===== src/rtl/mem_arb_pkg.sv =====
// Shared types and default sizes for the two-port memory arbiter.
package mem_arb_pkg;

  localparam int MEM_WORDS_DEF = 1024;
  localparam int AW_DEF        = 16;
  localparam int DW_DEF        = 16;
  localparam int CNT_W_DEF     = 16;

  typedef enum logic {
    PORT_IF = 1'b0,
    PORT_D  = 1'b1
  } port_e;

  // One in-flight access, carried alongside the memory's read latency.
  typedef struct packed {
    logic  valid;
    port_e port;
    logic  is_read;
    logic  err;
  } tag_t;

endpackage


===== src/rtl/mem_arbiter_if.sv =====
// CPU-side request ports, memory-side strobes and grant counters of mem_arbiter.
interface mem_arbiter_if #(
  parameter int AW    = mem_arb_pkg::AW_DEF,
  parameter int DW    = mem_arb_pkg::DW_DEF,
  parameter int CNT_W = mem_arb_pkg::CNT_W_DEF
);
  import mem_arb_pkg::*;

  // Handshake: a requester raises req with a stable payload and holds both
  // until it samples ack high at a rising edge; ack is combinational in that
  // cycle. Dropping req before ack withdraws the request without side effects.
  logic          if_req;
  logic [AW-1:0] if_addr;
  logic          if_ack;
  logic          if_rvalid;
  logic [DW-1:0] if_rdata;
  logic          if_err;

  logic          d_req;
  logic          d_we;
  logic [AW-1:0] d_addr;
  logic [DW-1:0] d_wdata;
  logic          d_ack;
  logic          d_rvalid;
  logic [DW-1:0] d_rdata;
  logic          d_err;

  logic             cnt_clr;
  logic [CNT_W-1:0] if_gnt_cnt;
  logic [CNT_W-1:0] d_gnt_cnt;

  logic          MemRead;
  logic          MemWrite;
  logic [AW-1:0] ADDR;
  logic [DW-1:0] Data_in;
  logic [DW-1:0] MemData;

  port_e rr_ptr;

  modport slave (
    input  if_req, if_addr, d_req, d_we, d_addr, d_wdata, cnt_clr, MemData,
    output if_ack, if_rvalid, if_rdata, if_err,
    output d_ack, d_rvalid, d_rdata, d_err,
    output if_gnt_cnt, d_gnt_cnt,
    output MemRead, MemWrite, ADDR, Data_in, rr_ptr
  );

  modport master (
    output if_req, if_addr, d_req, d_we, d_addr, d_wdata, cnt_clr, MemData,
    input  if_ack, if_rvalid, if_rdata, if_err,
    input  d_ack, d_rvalid, d_rdata, d_err,
    input  if_gnt_cnt, d_gnt_cnt,
    input  MemRead, MemWrite, ADDR, Data_in, rr_ptr
  );

endinterface


===== src/rtl/mem_arbiter_rr.sv =====
// Two-request round-robin arbiter; ptr names the port that wins the next tie.
module rr_arb2
  import mem_arb_pkg::*;
(
  input  logic       CLK,
  input  logic       reset,
  input  logic [1:0] req,
  output logic [1:0] gnt,
  output port_e      ptr
);

  always_comb begin
    gnt = req;
    if (req == 2'b11) begin
      gnt = (ptr == PORT_IF) ? 2'b01 : 2'b10;
    end
  end

  always_ff @(posedge CLK) begin
    if (reset) begin
      ptr <= PORT_IF;
    end else if (gnt[0]) begin
      ptr <= PORT_D;
    end else if (gnt[1]) begin
      ptr <= PORT_IF;
    end
  end

endmodule


===== src/rtl/mem_arbiter.sv =====
// Shares one single-port memory between instruction fetch and data load/store,
// issuing one in-order access per cycle and returning read data two cycles later.
module mem_arbiter
  import mem_arb_pkg::*;
#(
  parameter int MEM_WORDS = MEM_WORDS_DEF,
  parameter int AW        = AW_DEF,
  parameter int DW        = DW_DEF,
  parameter int CNT_W     = CNT_W_DEF
) (
  input  logic          CLK,
  input  logic          reset,
  mem_arbiter_if.slave  bus
);

  logic [1:0]       req;
  logic [1:0]       gnt;
  logic             issue;
  logic             is_read;
  logic             trap;
  port_e            gnt_port;
  logic [AW-1:0]    sel_addr;
  logic [DW-1:0]    rd_word;
  tag_t             tag1, tag2;
  logic             mem_read_q, mem_write_q;
  logic [AW-1:0]    addr_q;
  logic [DW-1:0]    wdata_q;
  logic [DW-1:0]    if_rdata_q, d_rdata_q;
  logic [CNT_W-1:0] if_cnt, d_cnt;

  // Requests are masked during reset so the pointer and counters stay put.
  assign req = {bus.d_req, bus.if_req} & {2{~reset}};

  rr_arb2 u_rr (
    .CLK   (CLK),
    .reset (reset),
    .req   (req),
    .gnt   (gnt),
    .ptr   (bus.rr_ptr)
  );

  always_comb begin
    issue    = |gnt;
    gnt_port = gnt[1] ? PORT_D : PORT_IF;
    sel_addr = gnt[1] ? bus.d_addr : bus.if_addr;
    is_read  = ~gnt[1] | ~bus.d_we;
    trap     = ({1'b0, sel_addr} >= (AW+1)'(MEM_WORDS));
    rd_word  = tag2.err ? '0 : bus.MemData;
  end

  always_ff @(posedge CLK) begin
    if (reset) begin
      mem_read_q  <= 1'b0;
      mem_write_q <= 1'b0;
      addr_q      <= '0;
      wdata_q     <= '0;
      tag1        <= '0;
      tag2        <= '0;
      if_rdata_q  <= '0;
      d_rdata_q   <= '0;
      if_cnt      <= '0;
      d_cnt       <= '0;
    end else begin
      mem_read_q  <= issue & is_read & ~trap;
      mem_write_q <= issue & ~is_read & ~trap;
      if (issue && !trap) addr_q <= sel_addr;
      if (issue && !is_read && !trap) wdata_q <= bus.d_wdata;
      tag1 <= '{valid: issue, port: gnt_port, is_read: is_read, err: trap};
      tag2 <= tag1;
      if (bus.if_rvalid) if_rdata_q <= bus.if_rdata;
      if (bus.d_rvalid)  d_rdata_q  <= bus.d_rdata;
      if (bus.cnt_clr) begin
        if_cnt <= '0;
        d_cnt  <= '0;
      end else begin
        if (gnt[0] && !(&if_cnt)) if_cnt <= if_cnt + CNT_W'(1);
        if (gnt[1] && !(&d_cnt))  d_cnt  <= d_cnt + CNT_W'(1);
      end
    end
  end

  assign bus.if_ack = gnt[0];
  assign bus.d_ack  = gnt[1];

  // Strobes are also gated by reset so a preload under reset is never touched.
  assign bus.MemRead  = mem_read_q & ~reset;
  assign bus.MemWrite = mem_write_q & ~reset;
  assign bus.ADDR     = addr_q;
  assign bus.Data_in  = wdata_q;

  assign bus.if_rvalid = ~reset & tag2.valid & (tag2.port == PORT_IF) & tag2.is_read;
  assign bus.if_err    = ~reset & tag2.valid & (tag2.port == PORT_IF) & tag2.err;
  assign bus.d_rvalid  = ~reset & tag2.valid & (tag2.port == PORT_D) & tag2.is_read;
  assign bus.d_err     = ~reset & tag2.valid & (tag2.port == PORT_D) & tag2.err;

  assign bus.if_rdata = reset ? '0 : (bus.if_rvalid ? rd_word : if_rdata_q);
  assign bus.d_rdata  = reset ? '0 : (bus.d_rvalid  ? rd_word : d_rdata_q);

  assign bus.if_gnt_cnt = if_cnt;
  assign bus.d_gnt_cnt  = d_cnt;

endmodule


===== src/flat_wrapper.sv =====
// flat-port wrapper written by rule: the top's interface ports become plain ports
module mem_arbiter_flat import mem_arb_pkg::*;
#(
  parameter int MEM_WORDS = MEM_WORDS_DEF,
  parameter int AW        = AW_DEF,
  parameter int DW        = DW_DEF,
  parameter int CNT_W     = CNT_W_DEF
)
  (CLK, reset, bus_if_req, bus_if_addr, bus_d_req, bus_d_we, bus_d_addr, bus_d_wdata, bus_cnt_clr, bus_MemData, bus_if_ack, bus_if_rvalid, bus_if_rdata, bus_if_err, bus_d_ack, bus_d_rvalid, bus_d_rdata, bus_d_err, bus_if_gnt_cnt, bus_d_gnt_cnt, bus_MemRead, bus_MemWrite, bus_ADDR, bus_Data_in, bus_rr_ptr);
  mem_arbiter_if #(.AW(AW), .DW(DW), .CNT_W(CNT_W)) bus_i ();
  input  logic CLK;
  input  logic reset;
  input wire logic [$bits(bus_i.if_req)-1:0] bus_if_req;
  input wire logic [$bits(bus_i.if_addr)-1:0] bus_if_addr;
  input wire logic [$bits(bus_i.d_req)-1:0] bus_d_req;
  input wire logic [$bits(bus_i.d_we)-1:0] bus_d_we;
  input wire logic [$bits(bus_i.d_addr)-1:0] bus_d_addr;
  input wire logic [$bits(bus_i.d_wdata)-1:0] bus_d_wdata;
  input wire logic [$bits(bus_i.cnt_clr)-1:0] bus_cnt_clr;
  input wire logic [$bits(bus_i.MemData)-1:0] bus_MemData;
  output wire logic [$bits(bus_i.if_ack)-1:0] bus_if_ack;
  output wire logic [$bits(bus_i.if_rvalid)-1:0] bus_if_rvalid;
  output wire logic [$bits(bus_i.if_rdata)-1:0] bus_if_rdata;
  output wire logic [$bits(bus_i.if_err)-1:0] bus_if_err;
  output wire logic [$bits(bus_i.d_ack)-1:0] bus_d_ack;
  output wire logic [$bits(bus_i.d_rvalid)-1:0] bus_d_rvalid;
  output wire logic [$bits(bus_i.d_rdata)-1:0] bus_d_rdata;
  output wire logic [$bits(bus_i.d_err)-1:0] bus_d_err;
  output wire logic [$bits(bus_i.if_gnt_cnt)-1:0] bus_if_gnt_cnt;
  output wire logic [$bits(bus_i.d_gnt_cnt)-1:0] bus_d_gnt_cnt;
  output wire logic [$bits(bus_i.MemRead)-1:0] bus_MemRead;
  output wire logic [$bits(bus_i.MemWrite)-1:0] bus_MemWrite;
  output wire logic [$bits(bus_i.ADDR)-1:0] bus_ADDR;
  output wire logic [$bits(bus_i.Data_in)-1:0] bus_Data_in;
  output wire logic [$bits(bus_i.rr_ptr)-1:0] bus_rr_ptr;
  assign bus_i.if_req = bus_if_req;
  assign bus_i.if_addr = bus_if_addr;
  assign bus_i.d_req = bus_d_req;
  assign bus_i.d_we = bus_d_we;
  assign bus_i.d_addr = bus_d_addr;
  assign bus_i.d_wdata = bus_d_wdata;
  assign bus_i.cnt_clr = bus_cnt_clr;
  assign bus_i.MemData = bus_MemData;
  assign bus_if_ack = bus_i.if_ack;
  assign bus_if_rvalid = bus_i.if_rvalid;
  assign bus_if_rdata = bus_i.if_rdata;
  assign bus_if_err = bus_i.if_err;
  assign bus_d_ack = bus_i.d_ack;
  assign bus_d_rvalid = bus_i.d_rvalid;
  assign bus_d_rdata = bus_i.d_rdata;
  assign bus_d_err = bus_i.d_err;
  assign bus_if_gnt_cnt = bus_i.if_gnt_cnt;
  assign bus_d_gnt_cnt = bus_i.d_gnt_cnt;
  assign bus_MemRead = bus_i.MemRead;
  assign bus_MemWrite = bus_i.MemWrite;
  assign bus_ADDR = bus_i.ADDR;
  assign bus_Data_in = bus_i.Data_in;
  assign bus_rr_ptr = bus_i.rr_ptr;
  mem_arbiter #(.MEM_WORDS(MEM_WORDS), .AW(AW), .DW(DW), .CNT_W(CNT_W)) u_core (.CLK(CLK), .reset(reset), .bus(bus_i));
endmodule

===== config.mk =====
export PLATFORM = sky130hd
export DESIGN_NAME = mem_arbiter_flat
export DESIGN_NICKNAME = d
export VERILOG_FILES = /design/src/rtl/mem_arb_pkg.sv /design/src/rtl/mem_arbiter_if.sv /design/src/rtl/mem_arbiter_rr.sv /design/src/rtl/mem_arbiter.sv /design/src/flat_wrapper.sv
export SDC_FILE = /design/constraint.sdc
export NUM_CORES = 1
export LEC_CHECK = 0
export BUFFER_PORTS_ARGS = -buffer_cell sky130_fd_sc_hd__buf_2
export CORE_UTILIZATION = 30
export DETAILED_ROUTE_END_ITERATION = 12
export PLACE_DENSITY_LB_ADDON = 0.25
export SYNTH_ARGS = -nofsm -noshare
export SYNTH_HDL_FRONTEND = slang
export SYNTH_SLANG_ARGS = --single-unit
export TNS_END_PERCENT = 20

===== constraint.sdc =====
create_clock -name CLK -period 1.9 [get_ports CLK]
set_input_delay 0.095 -clock CLK [delete_from_list [all_inputs] [get_ports CLK]]
set_output_delay 0.095 -clock CLK [all_outputs]
set_load 0.005 [all_outputs]

# Word level (Yosys, flattened, before mapping)
# Index checks and enable logic that the tools add are counted.
classes:
  n_addsub: 2
  magnitude_cmp: 1
  n_eq_ne: 1
  mux: 11
  bitwise_logic: 21
  n_reduce_logical: 14
ops:
  columns: ["op", "count"]
  rows:
  - ["$mux 16", 6]
  - ["$add 16x1->16 const B", 2]
  - ["$reduce_and 16->1", 2]
  - ["$ge 16x11->1 const B", 1]
  - ["$and 1x1->1", 13]
  - ["$not 1->1", 6]
  - ["$logic_and 1x1->1", 5]
  - ["$logic_not 1->1", 4]
  - ["$mux 2", 2]
  - ["$reduce_or 2->1", 2]
  - ["$mux 1", 3]
  - ["$and 2x2->2", 1]
  - ["$eq 2x2->1 const B", 1]
  - ["$reduce_bool 2->1", 1]
  - ["$or 1x1->1", 1]
totals:
  ff_bits: 107
  in_bits: 70
  output_inout_bits: 105

# Logic depth before layout (Yosys ltp)
depth:
  ltp_word: 9
  mapped_depth: 7
  mapped_depth_nobuf: 5

# Cells and area by module
# From an unflattened synthesis, not the netlist that was laid out.
hier_totals:
  cells_unflattened: 580
  area_unflattened_um2: 4707.0
modules_own_cells:
  columns: ["module", "n_inst", "cells_each", "area_each_um2", "seq_area_each_um2"]
  rows:
  - ["mem_arbiter", 1, 574, 4657.0, 2122.0]
  - ["rr_arb2", 1, 6, 50.0, 20.0]

# Least setup slack after synthesis
# Ideal clock, no wire load.
synth_timing:
  kind: "reg-to-reg"
  startpoint: "reg u_core.d_cnt[0] (netlist: u_core.bus.d_gnt_cnt[0])"
  endpoint: "reg u_core.d_cnt[14] (netlist: u_core.bus.d_gnt_cnt[14])"
  arrival_time_ps: 1855
  t_required_ps: 1830
  slack_ps: -26
  stages_incl_launch_ff: 7
  path_cell_list: "dfxtp_1 ha_1 nand3_1 or4_1 buf_2 or4_1 a21oi_1"
synth_between:
  elab_chain_cells: 3
  word_cells_on_any_way: 4
  classes_between: "add/sub (1); reduce/logical (3)"
synth_rtl:
  columns: ["item", "line_no", "rtl"]
  rows:
  - ["start, declared", "mem_arbiter.sv:29", "logic [CNT_W-1:0] if_cnt, d_cnt;"]
  - ["start signal, assigned", "mem_arbiter.sv:77", "if (gnt[1] && !(&d_cnt)) d_cnt <= d_cnt + CNT_W'(1);"]
  - ["branches (longest 3 deep; another with $add 16x1->16)", null, null]
# Parallel ways; which one is timed is not known.
# A chain may end at the register's enable or synchronous reset.

# Worst setup path in the final report
layout_timing:
  startpoint: "reg u_core.d_cnt[7] (netlist: u_core.bus.d_gnt_cnt[7])"
  endpoint: "reg u_core.d_cnt[14] (netlist: u_core.bus.d_gnt_cnt[14])"
# Same word-level chain as after synthesis.

==> qor.csv <==
metric,value,unit
startpoint,u_core.bus.d_gnt_cnt[7],
place_congestion,0.829,
syn_nets,659,
h-tree-depth,3,
drc,0,
synth.area.mux_share,1.92,%
hold_path.class,in2reg,
async_reset_ff_share,0,%
dp_hpwl,9940,um
clock-sinks,107,
slew_violations,0,
cts_root_buffer,clkbuf_16,
yosys_warnings,0,
cpMaxStageDelayCell,or4_4,
cp_slowest_stage_delay,0.54,ns
crit_chain,nand4_2 > or4_4 > or4_1 > a21oi_1,
synth_simple_gate_area_share,29.6,%
clock_skew,0.00774,ns
hold_viol_final,0,
tightest_slew,0.683,ns
synthAdderAreaFrac,0.532,%
r2r-start,u_core.bus.d_gnt_cnt[7],
vias_per_cell,4.92,
num_vias,5005,
antenna_found_initial,0,
required,2.18,ns
cts_tree,done,
drive_above_1_share,30.9,%
power_density,688,nW/um2
tns,0,ns
chipWidth,127,um
grt_pass1_vias,4521,
fillerInstances,1564,
arrival,2.08,ns
wl_per_cell,14.0,um
maxCapViolations,0,
slew_headroom,54.5,%
synth-seq-cells,107,
power_leakage,2.73,nW
drt_iter0_markers,299,
grt_pass1_wl,23000,um
routed_wl,14300,um
path_clk_slew,0.07,ns
hp-start,bus_if_addr[7],
grt.total_usage,17.9,%
cp-end-kind,flip-flop,
fin_util,43.1,%
synthesis.area,4700,um2
ys.flop_type,dfxtp_1,
syn2layout_area_growth,40.0,%
setup_viol,0,
synth_top_family_by_area,simple AND/OR/NAND/NOR gates,
cp-start-kind,flip-flop,
reg2reg_slack,0.1,ns
die_area,16200,um2
max_freq,0.555,GHz
final_nets,874,
cts_made_buffers,9,
synth_compound_area_share,18.6,%
core_area,15300,um2
synth_cell_types,43,
whs,0.0185,ns
io_buffers,174,
grt_max_degree,70,
clkLatencyLatePin,0.35,ns
die_h,127,um
status,"complete, no violations",
power,0.00453,W
cts_buffer_depth,2,
antennaDiodeCount,0,
placed_area,6010,um2
synth_cells,587,
layout_common_cells,"buf_2, nand2_1, dfxtp_1",
synth-edff-count,0,
path_max_fanout,5,
path_class,reg2reg,
peakVddDrop,0.000426,V
ant_nets,0,
final.min_clock_period,1.80,ns
synth-xor-area-share,0,%
io_pins,175,
timing.final.crit_share,94.8,%
avgSynthCellArea,8.01,um2
final_common_cell,buf_2,
drt_first_pass_iters,5,
grt-ovfl-total,0,
fin_area,6580,um2
rows,45,
yosysSeqAreaShare,45.6,%
start_util,30.8,%
==> path summary, 6_finish.rpt <==
| kind | endpoint | cells after the start |
|---|---|---|
| hold reg to reg | u_core.tag2[1] | 1 |
| setup reg to reg | u_core.bus.d_gnt_cnt[14] | 4 |
| hold / removal | u_core.bus.ADDR[7] | 3 |
| setup / recovery | u_core.bus.d_gnt_cnt[14] | 4 |
==> stage by stage <==
stage                     instances  worst slack (ns)
after detailed placement        977            0.0347
after floorplan                 587            0.0205
after global placement          977            0.0608
final                          1018            0.0997
after CTS                      1014          0.000514
after global routing           1018          -0.00161
==> cell usage after synthesis, types with 4 or more instances <==
| master | instances | share of area, % |
|---|---|---|
| nor2_1 | 10 | 0.80 |
| dfxtp_1 | 107 | 46 |
| a311oi_1 | 12 | 2.2 |
| clkbuf_1 | 31 | 2.5 |
| inv_1 | 8 | 0.64 |
| mux2i_1 | 9 | 1.9 |
| or3_1 | 12 | 1.6 |
| nand4_1 | 12 | 1.6 |
| o31ai_1 | 9 | 1.4 |
| and3_1 | 5 | 0.67 |
| o21ai_0 | 23 | 2.4 |
| buf_2 | 4 | 0.43 |
| nor3b_1 | 8 | 1.3 |
| and4_1 | 6 | 1.1 |
| or4_1 | 10 | 1.6 |
| nand3_1 | 32 | 3.4 |
| a21oi_1 | 97 | 10 |
| nor2b_1 | 26 | 3.5 |
| nand2_1 | 108 | 8.6 |
| nor4_1 | 9 | 1.2 |
| nor3_1 | 15 | 1.6 |
==> logic make-up (layout without fill, tap and decap cells) <==
kind of cell	count (synthesis)	in the layout
adder cells (fa/ha/maj)	2	2
flip-flops	107	107
AO/OA/AOI/OAI	154	154
multiplexers	9	9
buffers and inverters	46	266
AND/OR/NAND/NOR	269	269
==> registers in the layout, indices dropped and copies added, names as in the netlist, 4 cells and up <==
register,cells
u_core.bus.d_gnt_cnt,16
u_core.bus.ADDR,16
u_core.tag1,4
u_core.tag2,4
u_core.d_rdata_q,16
u_core.bus.Data_in,16
u_core.if_rdata_q,16
u_core.bus.if_gnt_cnt,16
==> critical path, delay by kind of cell (launching register included) <==
family | cells | cell delay (ns)
and+or+nand+nor | 3 | 1.23
DFF | 1 | 0.35
AOI/OAI and AO/OA | 1 | 0.15
==> layout make-up <==
type                    instances  area, um2  share of cell area [%]
clock buffers                  11        243                    3.69
repair buffers                240       1420                    21.6
inverters                      10       47.5                   0.722
flip-flops and latches        107       2150                    32.6
clock inverters                 5       60.1                   0.912
well taps                     211        264                    4.01
multi-input cells             434       2400                    36.5
==> repair_timing <==
| action | in CTS | in global routing |
|---|---|---|
| gates resized for setup | 2 | 7 |
| endpoints found under the hold margin | 20 | 0 |
| setup buffers | 0 | 4 |
| endpoints found under the setup margin | 32 | 46 |
| hold buffers | 21 | 0 |
==> metal layers <==
| layer | wire (um) | track usage [%] |
|---|---|---|
| met4 | 161 | 6.02 |
| met1 | 6890 | 24.2 |
| met5 | 0 | 0 |
| met3 | 642 | 3.22 |
| met2 | 6580 | 28.7 |
==> power by group <==
group	total, W	internal, W	leakage [nW]	switching, W
combinational	0.000322	0.000148	1.72	0.000174
sequential	0.00227	0.00226	0.865	0.00000804
clock	0.00194	0.00107	0.146	0.000875
Note: power is estimated with default switching activity, not from simulation.
